===== config.mk =====
export PLATFORM = sky130hd
export DESIGN_NAME = cycle_finisher
export DESIGN_NICKNAME = d
export VERILOG_FILES = /design/src/rtl/cycle_finisher.sv
export SDC_FILE = /design/constraint.sdc
export NUM_CORES = 1
export LEC_CHECK = 0
export BUFFER_PORTS_ARGS = -buffer_cell sky130_fd_sc_hd__buf_2
export CAP_MARGIN = 15
export CORE_MARGIN = 3
export CORE_UTILIZATION = 29
export CTS_BUF_LIST = sky130_fd_sc_hd__clkbuf_8
export DETAILED_ROUTE_END_ITERATION = 10
export PLACE_DENSITY_LB_ADDON = 0.15
export SKIP_CTS_REPAIR_TIMING = 1
export SYNTH_ARGS = -nofsm -noshare
export SYNTH_HDL_FRONTEND = slang
export SYNTH_SLANG_ARGS = --single-unit

===== constraint.sdc =====
create_clock -name clk -period 4.2 [get_ports clk]
set_input_delay 0.84 -clock clk [delete_from_list [all_inputs] [get_ports clk]]
set_output_delay 0.84 -clock clk [all_outputs]
set_load 0.005 [all_outputs]

===== src/rtl/cycle_finisher.sv =====
// Cycle counter with a run/drain/done sequence and an optional event FIFO of counted cycles.
// Event path enabled by defining CYCLE_FINISHER_EVT_EN; otherwise RUN finishes straight into DONE.
module cycle_finisher #(
    parameter int CNT_W      = 32,
    parameter int FIFO_DEPTH = 4
) (
    input  logic             clk,
    input  logic             rst,
    input  logic             start,
    input  logic             pause,
    input  logic [CNT_W-1:0] limit,
    output logic [CNT_W-1:0] cyc,
    output logic             busy,
    output logic             done,
    output logic             evt_valid,
    input  logic             evt_ready,
    output logic [CNT_W-1:0] evt_cyc,
    output logic             evt_ovf
);

    typedef enum logic [1:0] {
        S_IDLE,
        S_RUN,
        S_DRAIN,
        S_DONE
    } state_t;

    state_t           state_q, state_d;
    state_t           run_exit_state;
    logic [CNT_W-1:0] cyc_q, cyc_d;
    logic [CNT_W-1:0] limit_q, limit_d;
    logic             accept_start;
    logic             advance;
    logic             last_cyc;
    logic             drain_exit;

    assign accept_start = start && (state_q == S_IDLE || state_q == S_DONE);
    assign advance      = (state_q == S_RUN) && !pause;
    assign last_cyc     = (cyc_q == limit_q);

`ifdef CYCLE_FINISHER_EVT_EN
    localparam int AW = $clog2(FIFO_DEPTH);
    localparam logic [AW:0] DEPTH_C = (AW+1)'(FIFO_DEPTH);

    logic [CNT_W-1:0] mem_q [FIFO_DEPTH];
    logic [AW-1:0]    wr_ptr_q, wr_ptr_d;
    logic [AW-1:0]    rd_ptr_q, rd_ptr_d;
    logic [AW:0]      count_q, count_d;
    logic             ovf_q, ovf_d;
    logic             full;
    logic             pop;
    logic             do_push;

    assign full      = (count_q == DEPTH_C);
    assign evt_valid = (count_q != '0);
    assign pop       = evt_valid && evt_ready;
    // A full FIFO still accepts the push when the head leaves in the same cycle.
    assign do_push   = advance && (!full || pop);
    assign evt_cyc   = evt_valid ? mem_q[rd_ptr_q] : '0;
    assign evt_ovf   = ovf_q;

    assign run_exit_state = S_DRAIN;
    assign drain_exit     = (count_q == '0) || (pop && !do_push && count_q == (AW+1)'(1));

    always_comb begin
        wr_ptr_d = wr_ptr_q;
        rd_ptr_d = rd_ptr_q;
        count_d  = count_q;
        ovf_d    = ovf_q;
        if (do_push) begin
            wr_ptr_d = wr_ptr_q + 1'b1;
        end
        if (pop) begin
            rd_ptr_d = rd_ptr_q + 1'b1;
        end
        case ({do_push, pop})
            2'b10:   count_d = count_q + 1'b1;
            2'b01:   count_d = count_q - 1'b1;
            default: count_d = count_q;
        endcase
        if (accept_start) begin
            ovf_d = 1'b0;
        end else if (advance && full && !pop) begin
            ovf_d = 1'b1;
        end
    end

    always_ff @(posedge clk or posedge rst) begin
        if (rst) begin
            wr_ptr_q <= '0;
            rd_ptr_q <= '0;
            count_q  <= '0;
            ovf_q    <= 1'b0;
        end else begin
            wr_ptr_q <= wr_ptr_d;
            rd_ptr_q <= rd_ptr_d;
            count_q  <= count_d;
            ovf_q    <= ovf_d;
        end
    end

    // Storage needs no reset: an empty count hides stale entries.
    always_ff @(posedge clk) begin
        if (do_push) begin
            mem_q[wr_ptr_q] <= cyc_q;
        end
    end
`else
    logic unused_evt_ready;

    assign unused_evt_ready = evt_ready;
    assign evt_valid        = 1'b0;
    assign evt_cyc          = '0;
    assign evt_ovf          = 1'b0;
    assign run_exit_state   = S_DONE;
    assign drain_exit       = 1'b1;
`endif

    always_comb begin
        state_d = state_q;
        cyc_d   = cyc_q;
        limit_d = limit_q;
        case (state_q)
            S_IDLE, S_DONE: begin
                if (accept_start) begin
                    state_d = S_RUN;
                    cyc_d   = '0;
                    limit_d = limit;
                end
            end
            S_RUN: begin
                if (advance) begin
                    if (last_cyc) begin
                        state_d = run_exit_state;
                    end else begin
                        cyc_d = cyc_q + 1'b1;
                    end
                end
            end
            S_DRAIN: begin
                if (drain_exit) begin
                    state_d = S_DONE;
                end
            end
            default: state_d = S_IDLE;
        endcase
    end

    always_ff @(posedge clk or posedge rst) begin
        if (rst) begin
            state_q <= S_IDLE;
            cyc_q   <= '0;
            limit_q <= '0;
        end else begin
            state_q <= state_d;
            cyc_q   <= cyc_d;
            limit_q <= limit_d;
        end
    end

    assign cyc  = cyc_q;
    assign busy = (state_q == S_RUN) || (state_q == S_DRAIN);
    assign done = (state_q == S_DONE);

endmodule


* After elaboration in Yosys (flattened, before gate mapping)
Cells that the tools add are included.
Cells by class: add/sub/neg operators 1, $mul 0, div/mod/pow operators 0, magnitude comparators 0, eq/ne operators 8, shift-type cells 0, mux-type cells 8, bitwise gates (word level) 0, reduce and logical (&&, ||, !) cells 11
Operators with widths (number):
- $mux W32 | 3
- $pmux W32 S2 | 1
- $add A32 B1 Y32 const B | 1
- $eq A32 B32 Y1 | 1
- $ne A2 B2 Y1 const B | 4
- $mux W2 | 3
- $pmux W2 S3 | 1
- $eq A2 B2 Y1 const B | 2
- $reduce_and A4 Y1 | 1
- $reduce_and A3 Y1 | 1
- $eq A2 B1 Y1 const B | 1
- $logic_and A1 B1 Y1 | 2
- $logic_not A2 Y1 | 1
- $logic_or A1 B1 Y1 | 2
- $reduce_and A2 Y1 | 1
- $reduce_bool A2 Y1 | 1
- $reduce_or A2 Y1 | 1
- $logic_not A1 Y1 | 1
Storage, ports and cells: bits in registers 66, latch bits 0, bits in writable memories 0, ROM bits 0, output and inout port bits 68, word-level logic and storage cells 31, memories 0

* Logic depth before layout (Yosys ltp)
word-level depth 5, gate-level depth with buffers 8, depth with buffers taken out 7

* Worst setup path before layout
OpenSTA, ideal clock, no wires.
kind in2reg, from in start, to reg cyc_q[6] (netlist: cyc[6]), arrival time 1.808 ns, slack 2.257 ns, stages 6, cells stage by stage nand2b_1 and3b_1 o21ai_4 buf_6 o311ai_1 o41ai_1
Between the ends: word-level cells in the longest chain between the ends 3
RTL lines:
- start: declaration | RTL line 9 | input logic start,
- $logic_and A1 B1 Y1 | RTL line 37 | assign accept_start = start && (state_q == S_IDLE || state_q == S_DONE);
- $ne A2 B2 Y1 (no line)
- $reduce_and A4 Y1 (no line)
- end signal: assignment | RTL line 156 | cyc_q <= cyc_d;
- end: declaration | RTL line 30 | logic [CNT_W-1:0] cyc_q, cyc_d;
No other way between the ends. A chain may end at the register's enable or synchronous reset.

* Worst setup path after layout
from reg cyc_q[29] (netlist: cyc[29]), to reg cyc_q[7] (netlist: cyc[7])
Between the ends: word-level cells in the longest chain between the ends 3
RTL lines:
- $eq A32 B32 Y1 | RTL line 39 | assign last_cyc = (cyc_q == limit_q);
- $ne A2 B2 Y1 (no line)
- $reduce_and A4 Y1 (no line)
No other way between the ends.

==> qor.txt <==
outcome - finished clean
reg-to-reg startpoint - cyc[29]$_DFFE_PP0P_
Cells after Synth - 349
initial antenna violation count - 0
Post-synth EDFFs - 0
setup_tns - 0 ns
FP Rows - 40
I/O Buffers - 69
Placeable Area - 12,300 um^2
final std cells w/o fill - 594
WS Path Type - register to register
hold crit path type - register to register
global-route wire length before repair - 14,900 um
placed cells - 578
sw frac - 27.2%
final setup fails - 0
Seq/Total Area, Yosys - 44.3%
I/O pin count - 105
Yosys top cell by area - dfrtp_1
crit end category - register
Pre-antenna DRT Iters - 4
Most used DFF post-synth - dfrtp_1
asr flop ratio synth - 100%
Seq pwr share - 47.8%
post-synthesis register bit count - 66
CTS H-tree depth - 3
PwrDens - 339 nW/um^2
Final Hold Fails - 0
final net count - 461
Die X - 119 um
leakage power - 0.00224 uW
clk root buf - clkbuf_8
largest net degree at the start of global routing - 42
RR Endpoint - cyc[7]$_DFFE_PP0P_
Setup Skew - 0.00983 ns
DRC viols - 0
top cells by count, synth - dfrtp_1, nand2_1, buf_4
R2R depth - 6
RSZ-0062 raised after global routing - false
clk sinks - 66
CTS tree - done
initial DRC count - 98
Inserted Clock Buffers - 9
clock network power share - 39.5%
DRT Wirelength - 9400 um
Post-DP HPWL - 7000 um
Cell Area, Placed - 4120 um^2
Die Area - 14,300 um^2
clk slew on worst S/H paths - 0.07 ns
Slew Limit Fails - 0
Worst slew margin - 51.2%
FMAX - 392 MHz
clk_lat worst skew - 0.34 ns
hold path startpoint - state_q[0]$_DFFE_PP0P_
crit path launch type - register
Syn-to-layout area delta - 16.3%
min Tclk post-route - 2.55 ns
Slew @ Worst Pin - 0.729 ns
Diodes inserted - 0
Worst EP required - 4.42 ns
die height - 119 um
share of layout cells above drive strength 1 - 29.8%
Synth Warn # - 0
starting density of the core - 30.3%
Worst Path Arrival - 2.77 ns
GRT overflow - 0
Pwr Total - 1470 uW
most common cell in the netlist - dfrtp_1
Vias per Instance - 4.54
Min-Delay Endpoint - state_q[0]$_DFFE_PP0P_
Area contributors post-synth - dfrtp_1, mux2_2, xor2_1
WL/cell - 15.8 um
Final Wtd Congestion - 0.819
vias - 2,696
final worst path period share - 60.8%
CP max FO - 27
combinational share of power - 12.7%
Hold Slack - 0.506 ns
clk buf depth - 2
Avg Inst Size Synth - 10.7 um^2
distinct cell type count after synthesis - 43
Hold Path Stages - 1
GRT Util Overall - 13.6%
Netlist Area Pre-Place - 3730 um^2
DRT antenna net count - 0
top cell type's share of synthesized area - 44.3%
R2R setup slack - 1.65 ns
post-route cell area - 4340 um^2
P_int - 1070 uW
max cap viols - 0
worst ir drop on vdd - 157 uV
vias in the first global route - 2,633
Net Switching - 401 uW
## kinds of logic (layout without fill, tap and decap cells)
family	Yosys count	count (layout)	synth area share (%)
AND/OR/NAND/NOR	106	106	15.3
flip-flops	66	66	44.3
buffers and inverters	53	97	9.06
multiplexers	50	50	14.5
AO/OA/AOI/OAI	38	38	8.22
XOR/XNOR	32	32	7.51
adder cells (fa/ha/maj)	3	3	1.01
other	1	34	0.101
## registers in the layout, summed over array words and instances, names as in the netlist
| register | count |
|---|---|
| cyc | 32 |
| limit_q | 32 |
| state_q | 2 |
## per-stage QoR
stage	util [%]	setup slack, ns
after floorplan	-	1.71
after global routing	35.2	1.38
final	35.2	1.65
after detailed placement	33.5	1.59
after global placement	33.5	1.62
after CTS	35.2	1.57
## layer usage
layer	GRT usage, %	up-vias	part of all wire, %
li1	-	1330	-
met1	19.4	1255	48
met2	20.0	101	44
met3	3.18	10	6.1
met4	4.80	0	1.5
met5	0	-	0
## power groups by stage
stage | Combinational (uW) | Sequential (uW) | Clock, uW
3_5_place_dp | 192 | 716 | 0
2_1_floorplan | 137 | 706 | 0
3_3_place_gp | 190 | 716 | 0
5_1_grt | 211 | 708 | 636
6_report | 186 | 704 | 582
4_1_cts | 192 | 704 | 603
## worst max-delay path by stage
stage	startpoint	to	slack (ns)
final	cyc[29]$_DFFE_PP0P_	cyc[7]$_DFFE_PP0P_	1.65
after global routing	cyc[29]$_DFFE_PP0P_	cyc[12]$_DFFE_PP0P_	1.38
after CTS	cyc[29]$_DFFE_PP0P_	cyc[12]$_DFFE_PP0P_	1.57
after global placement	cyc[29]$_DFFE_PP0P_	cyc[21]$_DFFE_PP0P_	1.62
after detailed placement	cyc[29]$_DFFE_PP0P_	cyc[7]$_DFFE_PP0P_	1.59
after floorplan	rst	cyc[0]$_DFFE_PP0P_	1.71
## area by class of cell
cell class	count	area, um^2
tap	168	210
sequential	66	1650
timing repair buffer	71	360
fill	1282	7980
clock buffer	10	138
inverter	10	37.5
clock inverter	6	75.1
multi-input combinational	263	1860
## cells in the final DEF (no fill, tap or decap), types with 2 or more instances in the layout
master,instances
a21oi_1,4
a31oi_1,2
and3_1,5
and4_1,4
buf_2,69
buf_4,2
bufinv_16,2
clkbuf_8,10
conb_1,34
dfrtp_1,66
ha_1,3
inv_1,13
mux2_2,32
mux2i_1,18
nand2_1,38
nand2b_1,3
nand3_1,12
nand4_1,3
nand4_2,2
nor2_1,8
nor3_1,13
nor4_1,7
nor4_2,4
o211ai_1,11
o311ai_1,2
o31ai_1,8
o41ai_1,2
or2_2,2
xor2_1,32
## worst max-delay path, cell delays in order, from the launching register on
cell,delay [ns]
dfrtp_1,0.45
xor2_1,0.16
nor4_1,0.46
nand4_2,0.35
o21ai_4,0.69
nor3_1,0.15
mux2i_1,0.16
(Power assumes the default switching activity.)
